[config.mk]
export PLATFORM = sky130hd
export DESIGN_NAME = mdiv_ctl
export DESIGN_NICKNAME = d
export VERILOG_FILES = /design/src/rtl/mdiv_pkg.sv /design/src/rtl/mdiv_ctl.sv
export SDC_FILE = /design/constraint.sdc
export NUM_CORES = 1
export LEC_CHECK = 0
export ABC_CLOCK_PERIOD_IN_PS = 2900
export BUFFER_PORTS_ARGS = -buffer_cell sky130_fd_sc_hd__buf_4
export CAP_MARGIN = 25
export CORE_UTILIZATION = 41
export CTS_BUF_LIST = sky130_fd_sc_hd__clkbuf_2
export CTS_CLUSTER_SIZE = 28
export DETAILED_ROUTE_END_ITERATION = 10
export HOLD_SLACK_MARGIN = 0.06
export PLACE_DENSITY = 0.95
export SLEW_MARGIN = 30
export SYNTH_ARGS = -nofsm -noshare
export SYNTH_HDL_FRONTEND = slang
export SYNTH_SLANG_ARGS = --single-unit
[constraint.sdc]
create_clock -name CLK -period 2.9 [get_ports CLK]
set_input_delay 0.435 -clock CLK [delete_from_list [all_inputs] [get_ports CLK]]
set_output_delay 0.435 -clock CLK [all_outputs]
set_load 0.1 [all_outputs]
[src/rtl/mdiv_pkg.sv]
// Shared definitions for the mdiv divide controller: state encoding,
// default iteration geometry and the E-stage stall window.
package mdiv_pkg;

  localparam int DIV_ITERS_DFLT = 16;
  localparam int CNT_W_DFLT     = 4;

  typedef enum logic [2:0] {
    ST_IDLE  = 3'd0,
    ST_CYC0  = 3'd1,
    ST_FIRST = 3'd2,
    ST_ITER  = 3'd3,
    ST_LAST  = 3'd4
  } div_state_e;

  // One bit per state encoding: HI/LO readers must stall in CYC0, FIRST and ITER
  localparam logic [7:0] STALL_MASK = 8'b0000_1110;

  function automatic logic in_stall_window(input div_state_e s);
    return STALL_MASK[s];
  endfunction

endpackage

[src/rtl/mdiv_ctl.sv]
// Sequencing FSM for the radix-4 divide datapath mdiv.
// Define MDIV_DIVZERO_FLAG_EN to build the divisor-was-zero flag.
module mdiv_ctl
  import mdiv_pkg::*;
#(
  parameter int DIV_ITERS = DIV_ITERS_DFLT,
  parameter int CNT_W     = CNT_W_DFLT
) (
  input  logic        CLK,
  input  logic        RESET_D2_R_N,
  input  logic        DivStart_E,
  input  logic        DivUns_E,
  input  logic [31:0] CEI_BOPandV_E,
  input  logic        DivKill,
  input  logic        MfHiLo_E,
  output logic        DIVxInProg,
  output logic        DivDCyc0_R,
  output logic        DivDCyc0Go,
  output logic        DivDCycFirst_R,
  output logic        DivDCycZF_R_N,
  output logic        DivDCycFL_R_N,
  output logic        DivDCycLast_P,
  output logic        DivDCycLast_R,
  output logic        DivIsU_R,
  output logic        HiWrEn,
  output logic        LoWrEn,
  output logic        DivStall,
  output logic        DivZero_R
);

  div_state_e       state_r, state_nxt_s;
  logic [CNT_W-1:0] cnt_r, cnt_nxt_s;
  logic             isu_r;
  logic             start_ok_s;

  // Next-state and iteration-counter logic; a kill overrides every active state
  always_comb begin
    state_nxt_s = state_r;
    cnt_nxt_s   = cnt_r;
    start_ok_s  = 1'b0;
    if (DivKill && (state_r != ST_IDLE)) begin
      state_nxt_s = ST_IDLE;
      cnt_nxt_s   = {CNT_W{1'b0}};
    end else begin
      case (state_r)
        ST_IDLE: begin
          if (DivStart_E && !DivKill) begin
            start_ok_s  = 1'b1;
            state_nxt_s = ST_CYC0;
          end else begin
            state_nxt_s = ST_IDLE;
          end
        end
        ST_CYC0:  state_nxt_s = ST_FIRST;
        ST_FIRST: begin
          state_nxt_s = ST_ITER;
          cnt_nxt_s   = CNT_W'(DIV_ITERS - 1);
        end
        ST_ITER: begin
          if (cnt_r == {CNT_W{1'b0}}) begin
            state_nxt_s = ST_LAST;
          end else begin
            cnt_nxt_s = cnt_r - CNT_W'(1);
          end
        end
        ST_LAST:  state_nxt_s = ST_IDLE;
        default: begin
          state_nxt_s = ST_IDLE;
          cnt_nxt_s   = {CNT_W{1'b0}};
        end
      endcase
    end
  end

  // State, counter and unsigned-flag registers
  always_ff @(posedge CLK or negedge RESET_D2_R_N) begin
    if (!RESET_D2_R_N) begin
      state_r <= ST_IDLE;
      cnt_r   <= {CNT_W{1'b0}};
      isu_r   <= 1'b0;
    end else begin
      state_r <= state_nxt_s;
      cnt_r   <= cnt_nxt_s;
      if (start_ok_s) begin
        isu_r <= DivUns_E;
      end else begin
        isu_r <= isu_r;
      end
    end
  end

  assign DIVxInProg     = (state_r != ST_IDLE);
  assign DivDCyc0_R     = (state_r == ST_CYC0);
  assign DivDCyc0Go     = DivDCyc0_R & ~DivKill;
  assign DivDCycFirst_R = (state_r == ST_FIRST);
  assign DivDCycZF_R_N  = ~(DivDCyc0_R | DivDCycFirst_R);
  assign DivDCycFL_R_N  = (state_r == ST_ITER);
  assign DivDCycLast_P  = (state_r == ST_ITER) & (cnt_r == {CNT_W{1'b0}});
  assign DivDCycLast_R  = (state_r == ST_LAST);
  assign DivIsU_R       = isu_r;
  assign HiWrEn         = DivDCycLast_R & ~DivKill;
  assign LoWrEn         = DivDCycLast_R & ~DivKill;
  // In LAST the result is bypassed from the datapath, so readers need not wait
  assign DivStall       = in_stall_window(state_r) & (MfHiLo_E | DivStart_E);

`ifdef MDIV_DIVZERO_FLAG_EN
  logic zero_r;

  // Divisor-zero flag captured on each accepted start
  always_ff @(posedge CLK or negedge RESET_D2_R_N) begin
    if (!RESET_D2_R_N) begin
      zero_r <= 1'b0;
    end else if (start_ok_s) begin
      zero_r <= (CEI_BOPandV_E == 32'd0);
    end else begin
      zero_r <= zero_r;
    end
  end

  assign DivZero_R = zero_r;
`else
  logic unused_divisor_s;
  assign unused_divisor_s = ^CEI_BOPandV_E;
  assign DivZero_R        = 1'b0;
`endif

endmodule

==> results.md, run 1 <==
- The count of synthesis-stage warnings from yosys is 0.
- The number of placed instances, taps included, is 90.
- The detailed-placement wirelength estimate is 958 µm.
- The net count of the finished layout is 120.
- The remaining routing DRC violations is 0.
- The final worst-path setup slack is 0.642 ns.
- The largest fanout of any net on the critical path is 17.
- Counting flops and latches in the post-synthesis netlist gives 8.
- Setup repair after global routing left no endpoint under its margin.
- The max-cap check violation count is 0.
- Measured in cells, the most critical reg-to-reg path has a length of 5.
- The data arrival time of the critical path is approximately 1.8 ns.
- The number of top-level pins is 51.
- The number of distinct standard cells referenced by the synthesized netlist is 36.
- The dominant combinational cell family by area after synthesis is simple AND/OR/NAND/NOR gates.
- Clock tree synthesis inserted a total of 3 buffers.
- The final number of setup-violating endpoints is 0.
- Data on the critical path is required at its endpoint by 2.47 ns.
- The final routed wire length divided by cell count is roughly 14 µm.
- Headroom to the max-slew limit came out at 64.7%.
- The adder and majority gate portion of the synthesized area is 3.79%.
- The count of buffers added on input and output ports is 17.
- STA classifies the critical path startpoint as a register.
- The pre-CTS worst setup slack is 0.906 ns.
- In the final timing run, aggregate negative setup slack is 0 ns.
- The finished layout holds 94 standard cells, fillers aside.
- The final critical-path share of the clock period is 77.9%.
- The max-slew violation total from the final report is 0.
- In this design, the stage delay of the slowest critical-path cell is 0.57 ns.
- Cells with a size suffix above 1 make up 40.5% of the layout.
- The total core area is 1320 µm².
- The chip width is 40.1 µm.
- The number of clock sinks seen by CTS is 8.
- The synthesized netlist cell count is 66.
- The cell area after synthesis is slightly below 600 µm².
- The largest individual stage delay along the critical path comes from the cell dfrtp_1.
- The overall global routing resource usage is between 15 and 20%.
- The endpoint identified for the worst register-to-register timing path is cnt_r[0].
- The top cell family by delay on the critical path is simple AND/OR/NAND/NOR gates.
- The largest net degree at the start of global routing is 18.
- The count of cells resized by post-cts repair is 0.
- Derived from the worst setup path, the maximum achievable clock frequency is 443 MHz.
- The post-route antenna net violation count is 0.
- For the worst-skew pair, the clock arrives at the later sink with an insertion delay of 0.22 ns.
- In this run, the number of DRC markers left after iteration 0 of detailed routing was 7.
- The start of the worst register-to-register path is cnt_r[0].
- Dividing total power by cell area gives a power density of around 890 nW/µm².
- The worst min-delay path endpoint is DivIsU_R.
- By area the synthesized netlist is led by dfrtp_1, buf_6, nor2_1.
- The overall die height is 40.1 µm.
- Row generation in the floorplan step produced 13 rows.
- In the synthesized netlist, mux cells make up 3.58% of the area.
- The sequential cell area is 200 µm².
- The flop-to-flop setup slack is 1.15 ns.
- The class of the worst hold path is input pin to register.
- The top cell type's share of synthesized area is 33.7%.
- Counting both buffers and inverters, the worst setup path holds a total of 1.
- The hold path startpoint is DivUns_E.
- Summing the areas of all xor and xnor instances in the mapped netlist gives 0% of the synthesized area.
- The flow ran to the end, and the final reports show no timing, DRC or antenna violations.
- The depth of the worst hold-timing path is 2.
- The synthesized netlist devotes 20.0% of its cell area to compound gates.
- The area of the die is 1610 µm².
- The multi-input combinational cells in the finished layout cover a total of 342 µm².
- The first detailed-routing pass ran for 2 iterations.
- The clock tree root buffer cell is clkbuf_2.
- After detailed routing, the number of vias per cell comes to 5.72.
- The simple-gate area share of the yosys netlist is 23.8%.
- The routability congestion estimate is 0.829.
- After detailed routing, the total wire length is 1.29 mm.
- The endpoint class of the critical path is a primary output.
- The setup path with the least slack is of type register to primary output.
- The routed via count is about 540.
- From synthesis to final layout, the design area changed by 22.5%.
- At the pin with the least slew margin, the transition time is 0.529 ns.
- The leakage dissipation is 0.000334 µW.
- The diode insertion count for antenna repair is 0.
- Counting I/O delays and the setup requirement, the final critical path takes 2.26 ns.
- CTS built an H-tree with a depth of 1.
- The layout has 124 filler cells.
- The commonest non-fill, non-tap cell in the layout is buf_4.
- The worst setup skew after layout is 0.00121 ns.
- For this run the aggregate overflow at the end of global routing stands at 0.
- Walking the worst path, the cells encountered are nor2_1 -> and2_1 -> nor2b_4 -> buf_4.
- The mean area per synthesized cell is 9.00 µm².
- After clock tree synthesis, the clock-pin slew on the worst setup and hold paths is 0.06 ns.
- The worst-case vdd ir drop is 300 µV.
- The first global-routing pass estimated 1.76 mm of wire.
- The net count after synthesis is ~110.
- For this configuration, the core starts out at a cell density of 45.1%.
- In the layout the commonest cells are buf_4, dfrtp_1, nor2_1.
- The maximum number of buffers from clock root to sink is 2.
- The clock tree from TritonCTS is yes.
- The initial antenna violation count is 0.
- The count of final hold-check violations is 0.
- The via count of the first global-routing pass is 406.
- The synthesized design spends more area on one cell type than any other, namely dfrtp_1.
- The fraction of the yosys area taken by sequential cells is 33.7%.
-- layer usage --
metal	global-route usage, %	vias to the layer above	wire length [µm]
met3	3.33	2	60
met1	20.9	253	552
met2	27.8	18	663
met5	0	-	0
met4	10.3	0	14
li1	-	265	-
-- sequential cells by signal, indices dropped and copies added (netlist names) --
register,count
DivIsU_R,1
state_r,3
cnt_r,4
-- worst max path at each step --
| stage | startpoint | endpoint | cells after the start | slack (ns) |
|---|---|---|---|---|
| finish | state_r[1] | LoWrEn | 4 | 0.64 |
| global route | state_r[1] | LoWrEn | 4 | 0.55 |
| CTS | state_r[1] | LoWrEn | 4 | 0.66 |
| detailed placement | state_r[1] | LoWrEn | 4 | 0.91 |
| global placement | state_r[1] | HiWrEn | 4 | 0.94 |
| floorplan | state_r[1] | DivDCycZF_R_N | 4 | -0.30 |
-- cell usage after synthesis (all sizes together) --
master	number
and4	1
conb	1
nor2	7
a211o	1
or2	1
a21o	1
dfrtp	8
o22ai	3
buf	5
mux2i	1
a21oi	4
o31a	1
and2	1
o221a	1
mux2	1
ha	1
nand2	2
or3b	1
nor3	4
and4bb	1
nand3b	1
a22o	1
or3	1
nand3	1
maj3	1
o21ai	1
nor4	1
clkbuf	3
nor2b	1
nor4b	1
inv	4
a211oi	3
a22oi	1
-- through the flow --
step / total power [µW] / utilization (%) / cell area [µm²] / hold WS [ns]
global placement: 579 / 53.4 / 703 / 0.251
detailed placement: 593 / 53.4 / 703 / 0.254
finish: 652 / 55.3 / 728 / 0.455
floorplan: 525 / - / 628 / 0.139
global route: 689 / 55.3 / 728 / 0.429
CTS: 654 / 55.3 / 728 / 0.444
-- report_power, final --
| part | leakage (µW) | switching (µW) | total (µW) | internal [µW] |
|---|---|---|---|---|
| clock network | 0.0000125 | 30.3 | 58.4 | 28.1 |
| registers | 0.000100 | 47.4 | 195 | 148 |
| logic | 0.000221 | 273 | 398 | 125 |
-- what timing repair did --
item | CTS | global route
endpoints found under the hold margin | 8 | 0
buffers inserted | 0 | 0
hold buffers | 1 | 0
-- layout make-up --
class,instances,share of cell area (%)
clock buffer,3,2.06
inverter,4,2.06
multi-input combinational,46,46.9
sequential,8,27.5
tap,15,2.58
timing repair buffer,18,18.9
-- cells by family (layout without fill, tap and decap cells) --
kind of cell | count (synthesis) | after routing
muxes | 2 | 2
adders and majority gates | 2 | 2
AOI/OAI and AO/OA | 17 | 17
and+or+nand+nor | 24 | 24
buffers and inverters | 12 | 25
other | 1 | 1
DFF | 8 | 8
Note: power is estimated with default switching activity, not from simulation.
==> run 2, diff against run 1 <==
--- a/config.mk
+++ b/config.mk
@@ -5,15 +5,15 @@
 export SDC_FILE = /design/constraint.sdc
 export NUM_CORES = 1
 export LEC_CHECK = 0
-export ABC_CLOCK_PERIOD_IN_PS = 2900
+export ABC_CLOCK_PERIOD_IN_PS = 2050
 export BUFFER_PORTS_ARGS = -buffer_cell sky130_fd_sc_hd__buf_4
 export CAP_MARGIN = 25
-export CORE_UTILIZATION = 41
+export CORE_UTILIZATION = 35
 export CTS_BUF_LIST = sky130_fd_sc_hd__clkbuf_2
 export CTS_CLUSTER_SIZE = 28
 export DETAILED_ROUTE_END_ITERATION = 10
 export HOLD_SLACK_MARGIN = 0.06
-export PLACE_DENSITY = 0.95
+export PLACE_DENSITY = 0.89
 export SLEW_MARGIN = 30
 export SYNTH_ARGS = -nofsm -noshare
 export SYNTH_HDL_FRONTEND = slang
==> constraint.sdc (replaced) <==
create_clock -name CLK -period 2.05 [get_ports CLK]
set_input_delay 0.3075 -clock CLK [delete_from_list [all_inputs] [get_ports CLK]]
set_output_delay 0.3075 -clock CLK [all_outputs]
set_load 0.1 [all_outputs]
==> results.md, run 2 (synthesis gave the netlist of run 1 again) <==
- The category of the worst setup path launch point is a register.
- The initial antenna violation count was 0 (unchanged).
- The library cell used most frequently in the layout, excluding fill and tap cells, is buf_4.
- The overall die height is 43.2 µm (+7.8%).
- In this run the worst hold path is classified as input pin to register.
- The routed via count came to 544 (+1.1%).
- The max-slew violation total from the final report came to 0 (unchanged).
- The area of the die is 1870 µm² (+16%).
- The cell with the biggest individual delay on the critical path is dfrtp_1.
- In the layout the commonest cells are buf_4, dfrtp_1, inv_1, nor2_1, a21oi_1.
- The count of placed standard cells in the final layout, fillers left out is 98 (+4.3%).
- In this run the clock root is driven by a clkbuf_2.
- The number of buffers created by CTS is 3 (unchanged).
- The leakage dissipation came to 0.000361 µW (+8.1%).
- The hold path startpoint is DivUns_E.
- The largest net degree at the start of global routing is 12 (-6).
- The maximum number of buffers from clock root to sink came to 2 (unchanged).
- Walking the worst path, the cells encountered are buf_4 -> nor2_4 -> and2_4 -> nor2b_4 -> buf_4.
- The overflow left after global routing was 0 (unchanged).
- The number of filler instances in the final layout came to 141 (+14%).
- The diode insertion count for antenna repair is 0 (unchanged).
- The setup TNS is 0 ns (unchanged).
- The top cell family by delay on the critical path is buffers and inverters.
- The layout cell share with drive strength beyond 1 came to 48.8% (+8.3 points).
- The hold slack is 0.291 ns (-0.164 ns).
- The areal power density over the cells is 1230 nW/µm² (+37%).
- The maximum operating frequency is 509 MHz.
- The via count of the first global-routing pass is 513 (+26%).
- The run finished with clean final reports.
- The post-layout instance area is 818 µm² (+12%).
- More flip-flops sit in one register than any other, and that register is cnt_r.
- The net count of the finished layout is 123 (+2.5%).
- The number of clock sinks seen by CTS is 8 (unchanged).
- The count of input and output buffers came to 17 (unchanged).
- The final number of setup-violating endpoints is 0 (unchanged).
- The first-pass detailed-route iteration total is 4 (+2).
- The initial core utilization came to 38.6% (-6.6 points).
- The final critical-path share of the clock period is a little over nine tenths.
- The total detailed-routing wirelength was 1.37 mm (+6.3%).
- The detailed-placement wirelength estimate was 993 µm (+3.7%).
- The starting DRC count in detailed routing is 6 (-1).
- The worst-case vdd ir drop was 466 µV (+56%).
- The overall global routing resource usage is 16.4% (-0.81 points).
- The number of placement rows was 14 (+1).
- In this run the critical register-to-register path is launched from cnt_r[0].
- The ratio of routed vias to standard cells is 5.55 (-3.0%).
- The count of final hold-check violations is 0 (unchanged).
- The clock input transition at the sequential cells of the worst setup and hold paths is 0.08 ns (+0.02 ns).
- The post-route antenna net violation count is 0 (unchanged).
- The synthesis-to-layout area growth is 37.7%.
- Setup repair after global routing left no endpoint under its margin.
- The number of buffers inserted by post-CTS setup repair came to 0 (unchanged).
- The final worst-path setup slack is 0.0839 ns (-0.558 ns).
- The total number of H-tree levels came to 1 (unchanged).
- The first-pass GRT wire length is 2.23 mm (+27%).
- The number of buffers and inverters on the critical path is 2 (+1).
- The most critical setup path has its startpoint at state_r[0].
- The worst path required time is 1.74 ns (-0.73 ns).
- The number of top-level pins is 51 (unchanged).
- The clock tree from TritonCTS is yes.
- The placed cell area was 768 µm² (+9.3%).
- The worst setup path is of the register to primary output kind.
- The most common cell type on the critical path is buf_4.
- The number of cells in the design after placement was 94 (+4.4%).
- The max-cap check violation count is 0 (unchanged).
- The final routed wire length divided by cell count is 14.0 µm (+1.9%).
- For the finished layout, the period the worst path requires is just under 2 ns.
- The pre-CTS worst setup slack is 0.296 ns (-0.609 ns).
- The chip width was 43.2 µm (+7.8%).
- The total core area is 1540 µm² (+17%).
- The flip-flop count of the largest register, all copies and words added is 4 (unchanged).
- The worst stage delay on the critical path is 0.48 ns (-0.09 ns).
- The data arrival time of the critical path is 1.66 ns (-0.16 ns).
- The worst setup skew after layout is 0.00253 ns (+0.00132 ns).
- The largest fanout of any net on the critical path is 7 (-10).
- The remaining routing DRC violations came to 0 (unchanged).
- The insertion delay to the later sink of the worst-skew pair is 0.24 ns (+0.02 ns).
- The endpoint class of the critical path is a primary output.
- The routability congestion estimate is 0.856 (+3.2%).
-- run 2: layout make-up --
type                    instances  area, µm²  area share [%]
repair buffers                 21        173            21.1
multi-input cells              46        395            48.3
flip-flops and latches          8        200            24.5
well taps                      16       20.0            2.45
clock buffers                   3       15.0            1.83
inverters                       4       15.0            1.83
-- run 2: through the flow --
step                      utilization [%]  power (µW)
final                                53.1        1000
after global routing                 53.1        1060
after CTS                            51.7         968
after detailed placement             49.8         864
after global placement               49.8         852
after floorplan                         -         770
-- run 2: layer usage --
layer / GRT usage (%) / wire length, µm / up-vias
li1: - / - / 269
met1: 21.1 / 578 / 257
met2: 26.0 / 702 / 18
met3: 7.66 / 92 / 0
met4: 1.82 / 0 / 0
met5: 0 / 0 / -
-- run 2: timing repair --
action / 4_1_cts / 5_1_grt
hold buffers: 1 / 0
endpoints found under the setup margin: 1 / 1
resized for setup: 1 / 4
hold endpoints to repair: 8 / 0
-- run 2: final timing paths --
path	end	slack [ns]	depth (start not counted)
setup reg to reg	cnt_r[0]	0.37	5
hold / removal	DivIsU_R	0.29	2
hold reg to reg	DivIsU_R	0.52	1
setup / recovery	LoWrEn	0.08	5
min in group asynchronous	state_r[1]	0.41	2
max in group asynchronous	cnt_r[2]	1.51	2
-- run 2: power breakdown --
part | switching, µW | internal, µW | leakage, µW
sequential | 59.9 | 209 | 0.000100
clock | 57.8 | 39.9 | 0.0000125
combinational | 418 | 220 | 0.000248
total | 536 | 468 | 0.000361
==> run 3, diff against run 2 <==
--- a/config.mk
+++ b/config.mk
@@ -8,12 +8,12 @@
 export ABC_CLOCK_PERIOD_IN_PS = 2050
 export BUFFER_PORTS_ARGS = -buffer_cell sky130_fd_sc_hd__buf_4
 export CAP_MARGIN = 25
-export CORE_UTILIZATION = 35
+export CORE_UTILIZATION = 34
 export CTS_BUF_LIST = sky130_fd_sc_hd__clkbuf_2
 export CTS_CLUSTER_SIZE = 28
 export DETAILED_ROUTE_END_ITERATION = 10
 export HOLD_SLACK_MARGIN = 0.06
-export PLACE_DENSITY = 0.89
+export PLACE_DENSITY = 0.87
 export SLEW_MARGIN = 30
 export SYNTH_ARGS = -nofsm -noshare
 export SYNTH_HDL_FRONTEND = slang
==> results.md, run 3 (synthesis gave the netlist of run 1 again) <==
- The run finished, with violations left.
- The checks that failed: design-rule violations.
- The library cell used most frequently in the layout, excluding fill and tap cells, is buf_4.
- TritonCTS built the clock tree.
- The clock input transition at the sequential cells of the worst setup and hold paths is 0.08 ns (about the same).
- The overflow left after global routing was 0 (unchanged).
- CTS placed an instance of clkbuf_2 at the clock tree root.
- The insertion delay to the later sink of the worst-skew pair is 0.23 ns (about the same).
- Traced cell by cell, the critical path runs through inv_1 -> ha_4 -> and4bb_2 -> nand2_1 -> nor2_2 -> buf_12.
- The initial antenna violation count is 0 (unchanged).
- The number of buffers and inverters on the critical path was 2 (unchanged).
- The worst-case vdd ir drop is 563 µV (+21%).
- The areal power density over the cells is 1220 nW/µm² (-0.82%).
- The remaining routing DRC violations is 3 (+3).
- The overall die height is 43.8 µm (+1.4%).
- The ratio of routed vias to standard cells is 5.80 (+4.4%).
- The first-pass GRT wire length is 2.18 mm (-2.2%).
- The first-pass detailed-route iteration total was 7 (+3).
- The clock period minus final worst setup slack is 1.89 ns (-0.0721 ns).
- In this run the most critical hold path is launched from DivUns_E.
- The max-slew violation total from the final report is 0 (unchanged).
- The worst hold path terminates at DivIsU_R.
- The routed via count is 568 (+4.4%).
- The critical path starts at cnt_r[1].
- The largest net degree at the start of global routing is 13 (+1).
- The overall global routing resource usage is 15.7% (-0.75 points).
- The net count of the finished layout is 123 (unchanged).
- The final number of setup-violating endpoints is 0 (unchanged).
- The flop-to-flop setup slack came to 0.43 ns (+0.06 ns).
- The max-cap check violation count was 0 (unchanged).
- The total detailed-routing wirelength came to 1.40 mm (+1.7%).
- The area of the die is 1920 µm² (+2.8%).
- The hold slack came to 0.305 ns (+0.0145 ns).
- The top cell family by delay on the critical path is simple AND/OR/NAND/NOR gates.
- The count of input and output buffers is 17 (unchanged).
- The maximum number of buffers from clock root to sink was 2 (unchanged).
- Setup repair after global routing left no endpoint under its margin.
- The diode insertion count for antenna repair is 0 (unchanged).
- The setup TNS is 0 ns (unchanged).
- The chip width was 43.8 µm (+1.4%).
- The worst setup path is captured at a primary output.
- The data arrival time of the critical path is 1.59 ns (-0.07 ns).
- The number of placement rows came to 14 (unchanged).
- The class of the worst hold path is input pin to register.
- The largest fanout of any net on the critical path is 5 (-2).
- The worst stage delay on the critical path came to 0.39 ns (-0.09 ns).
- The start of the worst register-to-register path is cnt_r[1].
- The total number of H-tree levels was 1 (unchanged).
- The worst path required time is 1.74 ns (about the same).
- Among all stages on the critical path, the largest delay is contributed by dfrtp_1.
- The synthesis-to-layout area growth came to 37.7% (unchanged).
- The count of placed standard cells in the final layout, fillers left out is 98 (unchanged).
- The maximum operating frequency is 528 MHz (+3.8%).
- The type of the worst setup path is register to primary output.
- The final critical-path share of the clock period is 92.4% (-3.5 points).
- The detailed-placement wirelength estimate came to 1.07 mm (+7.3%).
- The total core area was 1580 µm² (+2.3%).
- The initial core utilization is 37.7% (-0.86 points).
- The post-route antenna net violation count came to 0 (unchanged).
- The routability congestion estimate was 0.821 (-4.0%).
- The final routed wire length divided by cell count was 14.2 µm (+1.7%).
- The starting DRC count in detailed routing is 13 (+7).
- The register ranked first by flip-flop count is cnt_r.
- The depth of the worst register-to-register path is 5 (unchanged).
- The number of clock sinks seen by CTS is 8 (unchanged).
- The number of cells in the design after placement is 94 (unchanged).
- The endpoint of the worst-slack reg-to-reg timing path is cnt_r[0].
- Leaving out fill and tap cells, the most frequent cells in the layout are buf_4, dfrtp_1, nor2_1, a21oi_1.
- The count of final hold-check violations is 0 (unchanged).
- The category of the worst setup path launch point is a register.
- The flip-flop count of the largest register, all copies and words added is 4 (unchanged).
- The depth of the worst hold-timing path is 2 (unchanged).
- The layout cell share with drive strength beyond 1 is 50.0% (+1.2 points).
- The number of top-level pins came to 51 (unchanged).
- The number of buffers created by CTS is 3 (unchanged).
- The worst setup skew after layout is 0.00871 ns (+0.00618 ns).
- The via count of the first global-routing pass was 526 (+2.5%).
- The leakage dissipation is 0.000359 µW (-0.68%).
==> run 3: cell counts in the layout (fill, tap and decap cells not counted) <==
Identical to the previous run, type by type.
==> run 3: timing repair <==
item,4_1_cts,5_1_grt
endpoints found under the hold margin,8,0
buffers inserted,0,0
resized for setup,0,6
endpoints found under the setup margin,0,1
hold buffers,1,0
==> run 3: metal layers <==
layer | routed length, µm | share of wire (%) | vias up | GRT usage [%]
met4 | 6 | 0.43 | 0 | 5.00
met3 | 103 | 7.4 | 2 | 7.08
met2 | 738 | 53 | 21 | 28.7
met1 | 549 | 39 | 271 | 15.5
met5 | 0 | 0 | - | 0
li1 | - | - | 274 | -
==> run 3: worst max-delay path by stage <==
stage | cells after the start | end | slack [ns]
after floorplan | 5 | LoWrEn | -0.12
after global placement | 6 | DivDCycLast_P | 0.32
after detailed placement | 6 | DivDCycLast_P | 0.30
after CTS | 6 | DivDCycLast_P | 0.04
after global routing | 6 | DivDCycLast_P | 0.04
final | 6 | DivDCycLast_P | 0.16
==> run 3: area by class of cell <==
type,count,area [µm²]
clock buffer,3,15.0
timing repair buffer,21,173
inverter,4,15.0
sequential,8,200
tap,16,20.0
fill,147,758
multi-input combinational,46,395
==> run 3: stage by stage <==
stage / util (%) / instance area (µm²) / worst slack [ns] / power (µW)
final: 51.9 / 818 / 0.156 / 996
after global routing: 51.9 / 818 / 0.0417 / 1050
after CTS: 50.3 / 793 / 0.0413 / 966
after detailed placement: 48.7 / 768 / 0.304 / 868
after global placement: 48.7 / 768 / 0.321 / 851
after floorplan: - / 686 / -0.120 / 770
==> run 3: power breakdown <==
part / internal [µW] / total (µW) / switching, µW
Clock: 39.8 / 90.5 / 50.7
Sequential: 209 / 269 / 59.8
Combinational: 216 / 637 / 420
